===== config.mk =====
export PLATFORM = sky130hd
export DESIGN_NAME = alu_issue_stage
export DESIGN_NICKNAME = d
export VERILOG_FILES = /design/src/rtl/alu_issue_stage.sv
export SDC_FILE = /design/constraint.sdc
export NUM_CORES = 1
export LEC_CHECK = 0
export ABC_CLOCK_PERIOD_IN_PS = 2300
export CORE_UTILIZATION = 44
export DETAILED_ROUTE_END_ITERATION = 6
export HOLD_SLACK_MARGIN = 0.06
export PLACE_DENSITY = 0.75
export SETUP_SLACK_MARGIN = 0.02
export SKIP_LAST_GASP = 1
export SYNTH_ARGS = -nofsm -noshare
export SYNTH_HDL_FRONTEND = slang
export SYNTH_SLANG_ARGS = --single-unit

===== constraint.sdc =====
create_clock -name Clk -period 2.3 [get_ports Clk]
set_clock_uncertainty 0.2 [all_clocks]
set_input_delay 0.46 -clock Clk [delete_from_list [all_inputs] [get_ports Clk]]
set_output_delay 0.46 -clock Clk [all_outputs]
set_load 0.1 [all_outputs]

===== src/rtl/alu_issue_stage.sv =====
// ALU issue stage: decodes ALUOp/Funct, selects operand B, and hands out a registered {ALUControl, A, B} beat.
// Two-entry skid buffer; optional statistics counters when ALU_ISSUE_STATS_EN is defined.
module alu_issue_stage #(
  parameter int WIDTH   = 32,
  parameter int FUNCT_W = 6
) (
  input  logic               Clk,
  input  logic               Reset_n,
  input  logic               InValid,
  output logic               InReady,
  input  logic [1:0]         ALUOp,
  input  logic [FUNCT_W-1:0] Funct,
  input  logic               ALUSrc,
  input  logic [WIDTH-1:0]   RsData,
  input  logic [WIDTH-1:0]   RtData,
  input  logic [WIDTH-1:0]   Imm,
  input  logic               Flush,
  output logic               OutValid,
  input  logic               OutReady,
  output logic [3:0]         ALUControl,
  output logic [WIDTH-1:0]   A,
  output logic [WIDTH-1:0]   B,
`ifdef ALU_ISSUE_STATS_EN
  output logic [15:0]        IssueCount,
  output logic [15:0]        IllegalCount,
`endif
  output logic               IllegalOp
);

  localparam logic [FUNCT_W-1:0] F_ADD = FUNCT_W'(6'b100000);
  localparam logic [FUNCT_W-1:0] F_SUB = FUNCT_W'(6'b100010);
  localparam logic [FUNCT_W-1:0] F_AND = FUNCT_W'(6'b100100);
  localparam logic [FUNCT_W-1:0] F_OR  = FUNCT_W'(6'b100101);
  localparam logic [FUNCT_W-1:0] F_SLT = FUNCT_W'(6'b101010);

  typedef enum logic [1:0] {EMPTY = 2'd0, ONE = 2'd1, TWO = 2'd2} state_t;

  typedef struct packed {
    logic [3:0]       ctrl;
    logic             ill;
    logic [WIDTH-1:0] a;
    logic [WIDTH-1:0] b;
  } beat_t;

  // Returns {illegal, ALUControl}.
  function automatic logic [4:0] decode(input logic [1:0] op, input logic [FUNCT_W-1:0] fn);
    logic [4:0] r;
    r = {1'b0, 4'b0000};
    case (op)
      2'b00: r = {1'b0, 4'b0010};
      2'b01: r = {1'b0, 4'b0110};
      2'b11: r = {1'b0, 4'b0001};
      2'b10: begin
        if (fn == F_ADD)      r = {1'b0, 4'b0010};
        else if (fn == F_SUB) r = {1'b0, 4'b0110};
        else if (fn == F_AND) r = {1'b0, 4'b0000};
        else if (fn == F_OR)  r = {1'b0, 4'b0001};
        else if (fn == F_SLT) r = {1'b0, 4'b0111};
        else                  r = {1'b1, 4'b0000};
      end
      default: r = {1'b1, 4'b0000};
    endcase
    return r;
  endfunction

  state_t     state_q, state_d;
  beat_t      main_q, main_d, skid_q, skid_d, in_beat;
  logic       in_ready_q;
  logic       in_xfer, out_xfer;
  logic [4:0] dec;

  assign dec          = decode(ALUOp, Funct);
  assign in_beat.ctrl = dec[3:0];
  assign in_beat.ill  = dec[4];
  assign in_beat.a    = RsData;
  assign in_beat.b    = ALUSrc ? Imm : RtData;

  assign in_xfer  = InValid && in_ready_q;
  assign out_xfer = OutValid && OutReady;

  assign InReady    = in_ready_q;
  assign OutValid   = (state_q != EMPTY);
  assign ALUControl = main_q.ctrl;
  assign A          = main_q.a;
  assign B          = main_q.b;
  assign IllegalOp  = main_q.ill;

  // Next-state and buffer steering; flush overrides every transfer.
  always_comb begin
    state_d = state_q;
    main_d  = main_q;
    skid_d  = skid_q;
    if (Flush) begin
      state_d    = EMPTY;
      main_d.ill = 1'b0;
    end else begin
      case (state_q)
        EMPTY: begin
          if (in_xfer) begin
            state_d = ONE;
            main_d  = in_beat;
          end else begin
            state_d = EMPTY;
          end
        end
        ONE: begin
          if (in_xfer && out_xfer) begin
            main_d = in_beat;
          end else if (in_xfer) begin
            state_d = TWO;
            skid_d  = in_beat;
          end else if (out_xfer) begin
            state_d    = EMPTY;
            main_d.ill = 1'b0;
          end else begin
            state_d = ONE;
          end
        end
        TWO: begin
          if (out_xfer) begin
            state_d = ONE;
            main_d  = skid_q;
          end else begin
            state_d = TWO;
          end
        end
        default: begin
          state_d = EMPTY;
          main_d  = '0;
        end
      endcase
    end
  end

  // Occupancy, payload and registered ready.
  always_ff @(posedge Clk or negedge Reset_n) begin
    if (!Reset_n) begin
      state_q    <= EMPTY;
      main_q     <= '0;
      skid_q     <= '0;
      in_ready_q <= 1'b1;
    end else begin
      state_q    <= state_d;
      main_q     <= main_d;
      skid_q     <= skid_d;
      in_ready_q <= (state_d != TWO);
    end
  end

`ifdef ALU_ISSUE_STATS_EN
  logic [15:0] issue_cnt_q, illegal_cnt_q;

  // Counters survive flush and wrap naturally at 16 bits.
  always_ff @(posedge Clk or negedge Reset_n) begin
    if (!Reset_n) begin
      issue_cnt_q   <= 16'd0;
      illegal_cnt_q <= 16'd0;
    end else if (out_xfer && !Flush) begin
      issue_cnt_q   <= issue_cnt_q + 16'd1;
      illegal_cnt_q <= illegal_cnt_q + {15'd0, main_q.ill};
    end else begin
      issue_cnt_q   <= issue_cnt_q;
      illegal_cnt_q <= illegal_cnt_q;
    end
  end

  assign IssueCount   = issue_cnt_q;
  assign IllegalCount = illegal_cnt_q;
`endif

endmodule

==> run metrics, run 1 <==
Synth area leaders dfrtp_1 (54%), mux2_2 (12%), o21ai_0 (6.9%), nand2_1 (5.3%), mux2i_1 (5.2%); Slew headroom 29.4%; root buf cell clkbuf_16; largest net degree at the start of global routing 51; Top Usage Layer GRT met2; Core ar. 0.0140 mm2; ratio of routed vias to standard cells 5.25; total congestion overflow 0; status finished, final reports clean; number of remaining DRC errors 0; count of buffers from port buffering 179; Setup WS post-layout 95.6 ps; effective utilization at floorplan 45.6%; final worst path period share 95.8%; most frequent cells in the layout dfrtp_1 (137), clkdlybuf4s50_1 (107), nand2_1 (90), o21ai_0 (88), buf_4 (86); Max Transition Viols Final 0; post-synth design cell area 0.00637 mm2; cell count after synthesis 557; wire length of the first global-routing pass 24500 um; worst-path fanout max 7; initial drt markers 304; Synth area leader dfrtp_1; H-tree depth 4; power per unit of standard cell area 1120 mW/mm2; met2 track demand over resource in global routing 36.5%; total die area 0.0150 mm2; vias in the first global route 4955; endpoint type of the worst setup path output pin; largest stage delay on the critical path 440 ps; most common cell after layout, fill and taps aside dfrtp_1; die extent in x 122 um; number of primary I/O pins 181; cts bufs inserted 17; part of the Yosys area used for sequential elements 54.6%; clock period minus final worst setup slack 2200 ps; area delta synth->final 40.3%; Req. time, crit path 1640 ps; clock tree from TritonCTS built; HPWL Detailed 11000 um; Startpoint Class flop; vias after detailed routing 4885; f_max 454 MHz; Resized cells post-CTS 0; average wire length per cell after detail routing 17.1 um; Pwr Total 10.1 mW; Reg clk slew, reported paths 60 ps; routability congestion estimate 0.863; count of unique library cells instantiated by Yosys 39; detailed-routing iteration count for the pre-antenna-repair pass 4; flop and latch count out of synthesis 139; max-capacitance violation count 0; CTS sink count 139; Leakage Power 4.07 nW; transition time at the pin with the least slew margin 1050 ps; critical path cell sequence buf_4 -> or2_2 -> buf_12; final instance count without filler cells 930; height of the chip 122 um; number of fill cells in the layout 1056; combined global-route utilization of all metal layers 21.5%; worst-case hold slack 286 ps; fraction of final layout cells sized beyond drive strength 1 29.7%; wirelength, routed 15900 um; category of the most critical setup path reg2out; Net Count, Synth 667; number of cell rows 43; diode count 0; placed inst area 0.00829 mm2; final-report setup violation count 0; Hold Path Class reg2reg; average footprint of a synthesized cell 11.4 um2; Data arrival, critical path 1540 ps; met1 Track Usage GR 25.9%; Setup WS pre-CTS -174 ps; peak supply drop 0.000834 V; number of instances in the placed design 896; RSZ-0062 raised after global routing false; number of hold violations in the final report 0; cell with the biggest individual delay on the critical path dfrtp_1; Clock Latency Late Sink 410 ps; count of synthesis-stage warnings from yosys 0; Bufs on Longest Clock Path 2; post-layout net count 847; antenna violations before repair 0; share of the synthesized area in the top cell type 54.2%; final cell area excluding filler cells 0.00895 mm2; number of nets still failing antenna checks after routing 0; met3 demand-to-capacity share in global routing 7.11%
layer usage:
layer	part of all wire (%)	vias up
li1	-	2311
met1	41	2397
met2	50	154
met3	7.6	23
met4	1.2	0
met5	0	-
final cells by class:
class                      instances  area [um2]  share of cell area [%]
clock buffer                      17         425                    4.76
inverter                          14        52.6                   0.587
clock inverter                    15         214                    2.39
timing repair buffer             203        1880                    21.0
sequential                       139        3480                    39.0
multi-input combinational        362        2660                    29.7
tap                              180         225                    2.52
repair_timing:
action	CTS	global route
setup buffers	0	0
endpoints found under the hold margin	46	0
setup endpoints to repair	0	17
hold buffers	1	0
cell usage after synthesis (all sizes together):
cell	instances
a211o	2
inv	14
a21o	2
a2111oi	1
nor2b	3
a21oi	2
nor4bb	2
a32oi	1
clkbuf	21
buf	22
conb	1
or2	1
nand3b	1
a211oi	2
mux2	88
o32ai	1
o21ai	92
and2	1
a31oi	2
nand4	1
nor2	2
nand2	90
a311o	1
a22o	22
a41oi	1
or3	2
dfstp	1
a22oi	1
dfrtp	138
nand2b	3
o21bai	1
nor3	1
mux2i	33
nand3	1
registers in the layout (all words and copies together), names as in the netlist:
register	count
skid_q	68
A	32
B	32
ALUControl	3
state_q	2
IllegalOp	1
InReady	1
stage by stage:
stage          util (%)  TNS, ps
3_5_place_dp       59.2   -14510
4_1_cts            63.9        0
5_1_grt            64.0        0
6_report           64.0        0
2_1_floorplan         -        0
3_3_place_gp       59.2    -9440
worst paths after layout:
| path | startpoint | endpoint | slack (ps) | depth (start not counted) |
|---|---|---|---|---|
| setup / recovery | state_q[0] | OutValid | 100 | 3 |
| hold / removal | skid_q[8] | skid_q[8] | 290 | 2 |
| setup reg to reg | state_q[0] | B[27] | 190 | 6 |
| hold reg to reg | skid_q[8] | skid_q[8] | 290 | 2 |
| max in group asynchronous | Reset_n | B[23] | 750 | 3 |
| min in group asynchronous | Reset_n | B[6] | 350 | 2 |
kinds of logic after synthesis:
| kind of cell | share of synthesized area [%] |
|---|---|
| muxes | 21.8 |
| AOI/OAI and AO/OA | 12.4 |
| other | 0.0588 |
| DFF | 54.6 |
| and+or+nand+nor | 7.09 |
| buffers and inverters | 4.08 |
power breakdown:
part / internal (mW) / leakage (nW) / switching [mW] / total [mW]
clock network: 1.83 / 0.305 / 1.10 / 2.93
logic: 1.06 / 2.07 / 2.65 / 3.71
registers: 3.06 / 1.70 / 0.358 / 3.42
worst max-delay path, delay by kind of cell, from the launching register on:
kind,cells,cell delay (ps)
flops,1,440
buf+inv,2,370
simple gates,1,320
No activity file was read; power rests on OpenSTA's default activity.
==> run 2: changes to the inputs <==
CORE_ASPECT_RATIO = 1.2   (was default)
==> run metrics, run 2 (same netlist as run 1, synthesis figures left out) <==
share of total power in sequential cells 34.9% (+0.9 points); combined global-route utilization of all metal layers 21.6% (+0.080 points); die extent in x 112 um (-8.6%); wire length of the first global-routing pass 25000 um (+2.0%); internal cell power 5.79 mW (-2.7%); share of power burned in combinational logic 38.1% (+1.3 points); Startpoint Class flop; total die area 0.0150 mm2 (about the same); source of the worst register-to-register timing path state_q[0]; number of primary I/O pins 181 (unchanged); antenna violations before repair 0 (unchanged); worst-path fanout max 21 (+14); critical path cell sequence buf_12 -> buf_16 -> or2_4 -> buf_12; Met2 Wirelength 8410 um (+6.1%); Clock Latency Late Sink 410 ps (about the same); Slew headroom 44.0% (+15 points); average wire length per cell after detail routing 17.3 um (+1.3%); fraction of final layout cells sized beyond drive strength 1 29.0% (-0.72 points); max-capacitance violation count 0 (unchanged); multi-input combinational cell area 0.00266 mm2 (about the same); clock period minus final worst setup slack 2220 ps (+18.4 ps); Hold Path Class reg2reg; number of flip-flops in the largest register 68 (unchanged); RSZ-0062 raised after global routing false; effective utilization at floorplan 45.5% (about the same); Pwr Total 9.77 mW (-2.9%); total congestion overflow 0 (unchanged); cell with the biggest individual delay on the critical path dfrtp_1; endpoint type of the worst setup path output pin; power per unit of standard cell area 1090 mW/mm2 (-2.8%); register with the most flip-flops skid_q; power share of the clock group 27.0% (-2.2 points); Data arrival, critical path 1560 ps (+20 ps); number of fill cells in the layout 1111 (+5.2%); diode count 0 (unchanged); worst-case hold slack 280 ps (-6.24 ps); CTS sink count 139 (unchanged); ratio of routed vias to standard cells 5.27 (+0.35%); final worst path period share 96.6% (+0.80 points); register area 0.00348 mm2 (about the same); largest net degree at the start of global routing 75 (+47%); H-tree depth 4 (unchanged); status finished, violations left; top routing layer in use met4; area delta synth->final 40.2%; largest stage delay on the critical path 420 ps (-20 ps); number of hold violations in the final report 0 (unchanged); cts bufs inserted 17 (unchanged); most common cell after layout, fill and taps aside dfrtp_1; DR WL met3 817 um (-32%); Bufs on Longest Clock Path 2 (unchanged); final cell area excluding filler cells 0.00893 mm2 (-0.13%); placed inst area 0.00825 mm2 (-0.48%); utilization after layout 63.8% (-0.11 points); number of nets still failing antenna checks after routing 0 (unchanged); wirelength, routed 15900 um (+0.14%); clock tree from TritonCTS built; peak supply drop 0.000887 V (+6.4%); vias after detailed routing 4844 (-0.84%); final-report setup violation count 0 (unchanged); Net Sw Frac 40.7% (-0.14 points); crit path launch state_q[1]; Leakage Power 4.08 nW (about the same); Core ar. 0.0140 mm2 (about the same); HPWL Detailed 10900 um (-0.31%); most numerous cell on the critical path buf_12; worst hold path startpoint skid_q[12]; detailed-route wire length on metal 1 6380 um (-2.6%); routability congestion estimate 0.803 (-6.9%); number of remaining DRC errors 13 (+13); initial drt markers 199 (-35%); most frequent cells in the layout dfrtp_1 (138), clkdlybuf4s50_1 (107), nand2_1 (90), o21ai_0 (88), buf_4 (80); Req. time, crit path 1640 ps (about the same); Max Transition Viols Final 0 (unchanged); f_max 450 MHz (-0.83%); vias in the first global route 5038 (+1.7%); post-layout net count 846 (-0.12%); failing checks DRC; Reg clk slew, reported paths 60 ps (about the same); number of cell rows 47 (+9.3%); root buf cell clkbuf_16; count of buffers from port buffering 179 (unchanged); detailed-routing iteration count for the pre-antenna-repair pass 7 (+3); category of the most critical setup path reg2out; Sw Pwr 3.97 mW (-3.2%); transition time at the pin with the least slew margin 836 ps (-218 ps); height of the chip 134 um (+9.4%)
run 2: cell count changes in the layout (fill, tap and decap cells not counted), moves of 2 or more:
| cell | before | now |
|---|---|---|
| buf_4 | 86 | 80 |
| clkinv_4 | 6 | 0 |
| clkinv_2 | 0 | 5 |
| buf_12 | 7 | 10 |
| clkbuf_1 | 0 | 3 |
| clkbuf_8 | 0 | 3 |
| inv_6 | 3 | 0 |
| bufinv_16 | 4 | 2 |
run 2: final timing paths:
path / to / slack, ps / cells after the start
max in group asynchronous: skid_q[61] / 1170 / 3
max reg2reg: A[26] / 140 / 6
max: OutValid / 80 / 4
min: skid_q[12] / 280 / 2
min reg2reg: skid_q[12] / 280 / 2
min in group asynchronous: skid_q[11] / 420 / 3
run 2: what timing repair did:
action	in CTS	in global routing
gates cloned	0	2
endpoints found under the hold margin	138	0
endpoints found under the setup margin	30	33
gates resized for setup	3	5
buffers inserted	0	5
hold buffers	1	0
run 2: cell type report:
type | count | area share [%]
clock buffers | 23 | 5.35
clock inverters | 8 | 1.04
inverters | 14 | 0.588
multi-input cells | 362 | 29.8
flip-flops and latches | 139 | 39.0
well taps | 171 | 2.39
repair buffers | 202 | 21.8
run 2: routing by layer:
layer	track usage [%]	vias to the layer above
met5	0	-
met4	9.08	0
met3	5.29	19
met2	38.4	131
met1	24.9	2389
li1	-	2305
run 2: metrics by stage:
step	TNS (ps)	setup slack (ps)	instances
after floorplan	0	15.1	557
after global placement	-8340	-151	880
after detailed placement	-10810	-183	880
after CTS	-293	-54.2	912
after global routing	0	37.4	919
final	0	77.2	919
run 2: critical path, delay by kind of cell (launching register included):
| family | cells | cell delay (ps) |
|---|---|---|
| buf+inv | 3 | 480 |
| flops | 1 | 420 |
| simple gates | 1 | 240 |
run 2: power groups by stage:
| stage | clock (mW) | sequential [mW] | combinational [mW] |
|---|---|---|---|
| 5_1_grt | 2.78 | 3.47 | 3.87 |
| 6_report | 2.63 | 3.41 | 3.73 |
| 4_1_cts | 2.68 | 3.41 | 3.74 |
| 2_1_floorplan | 0 | 5.37 | 0.787 |
| 3_3_place_gp | 0 | 3.40 | 3.66 |
| 3_5_place_dp | 0 | 3.44 | 3.73 |
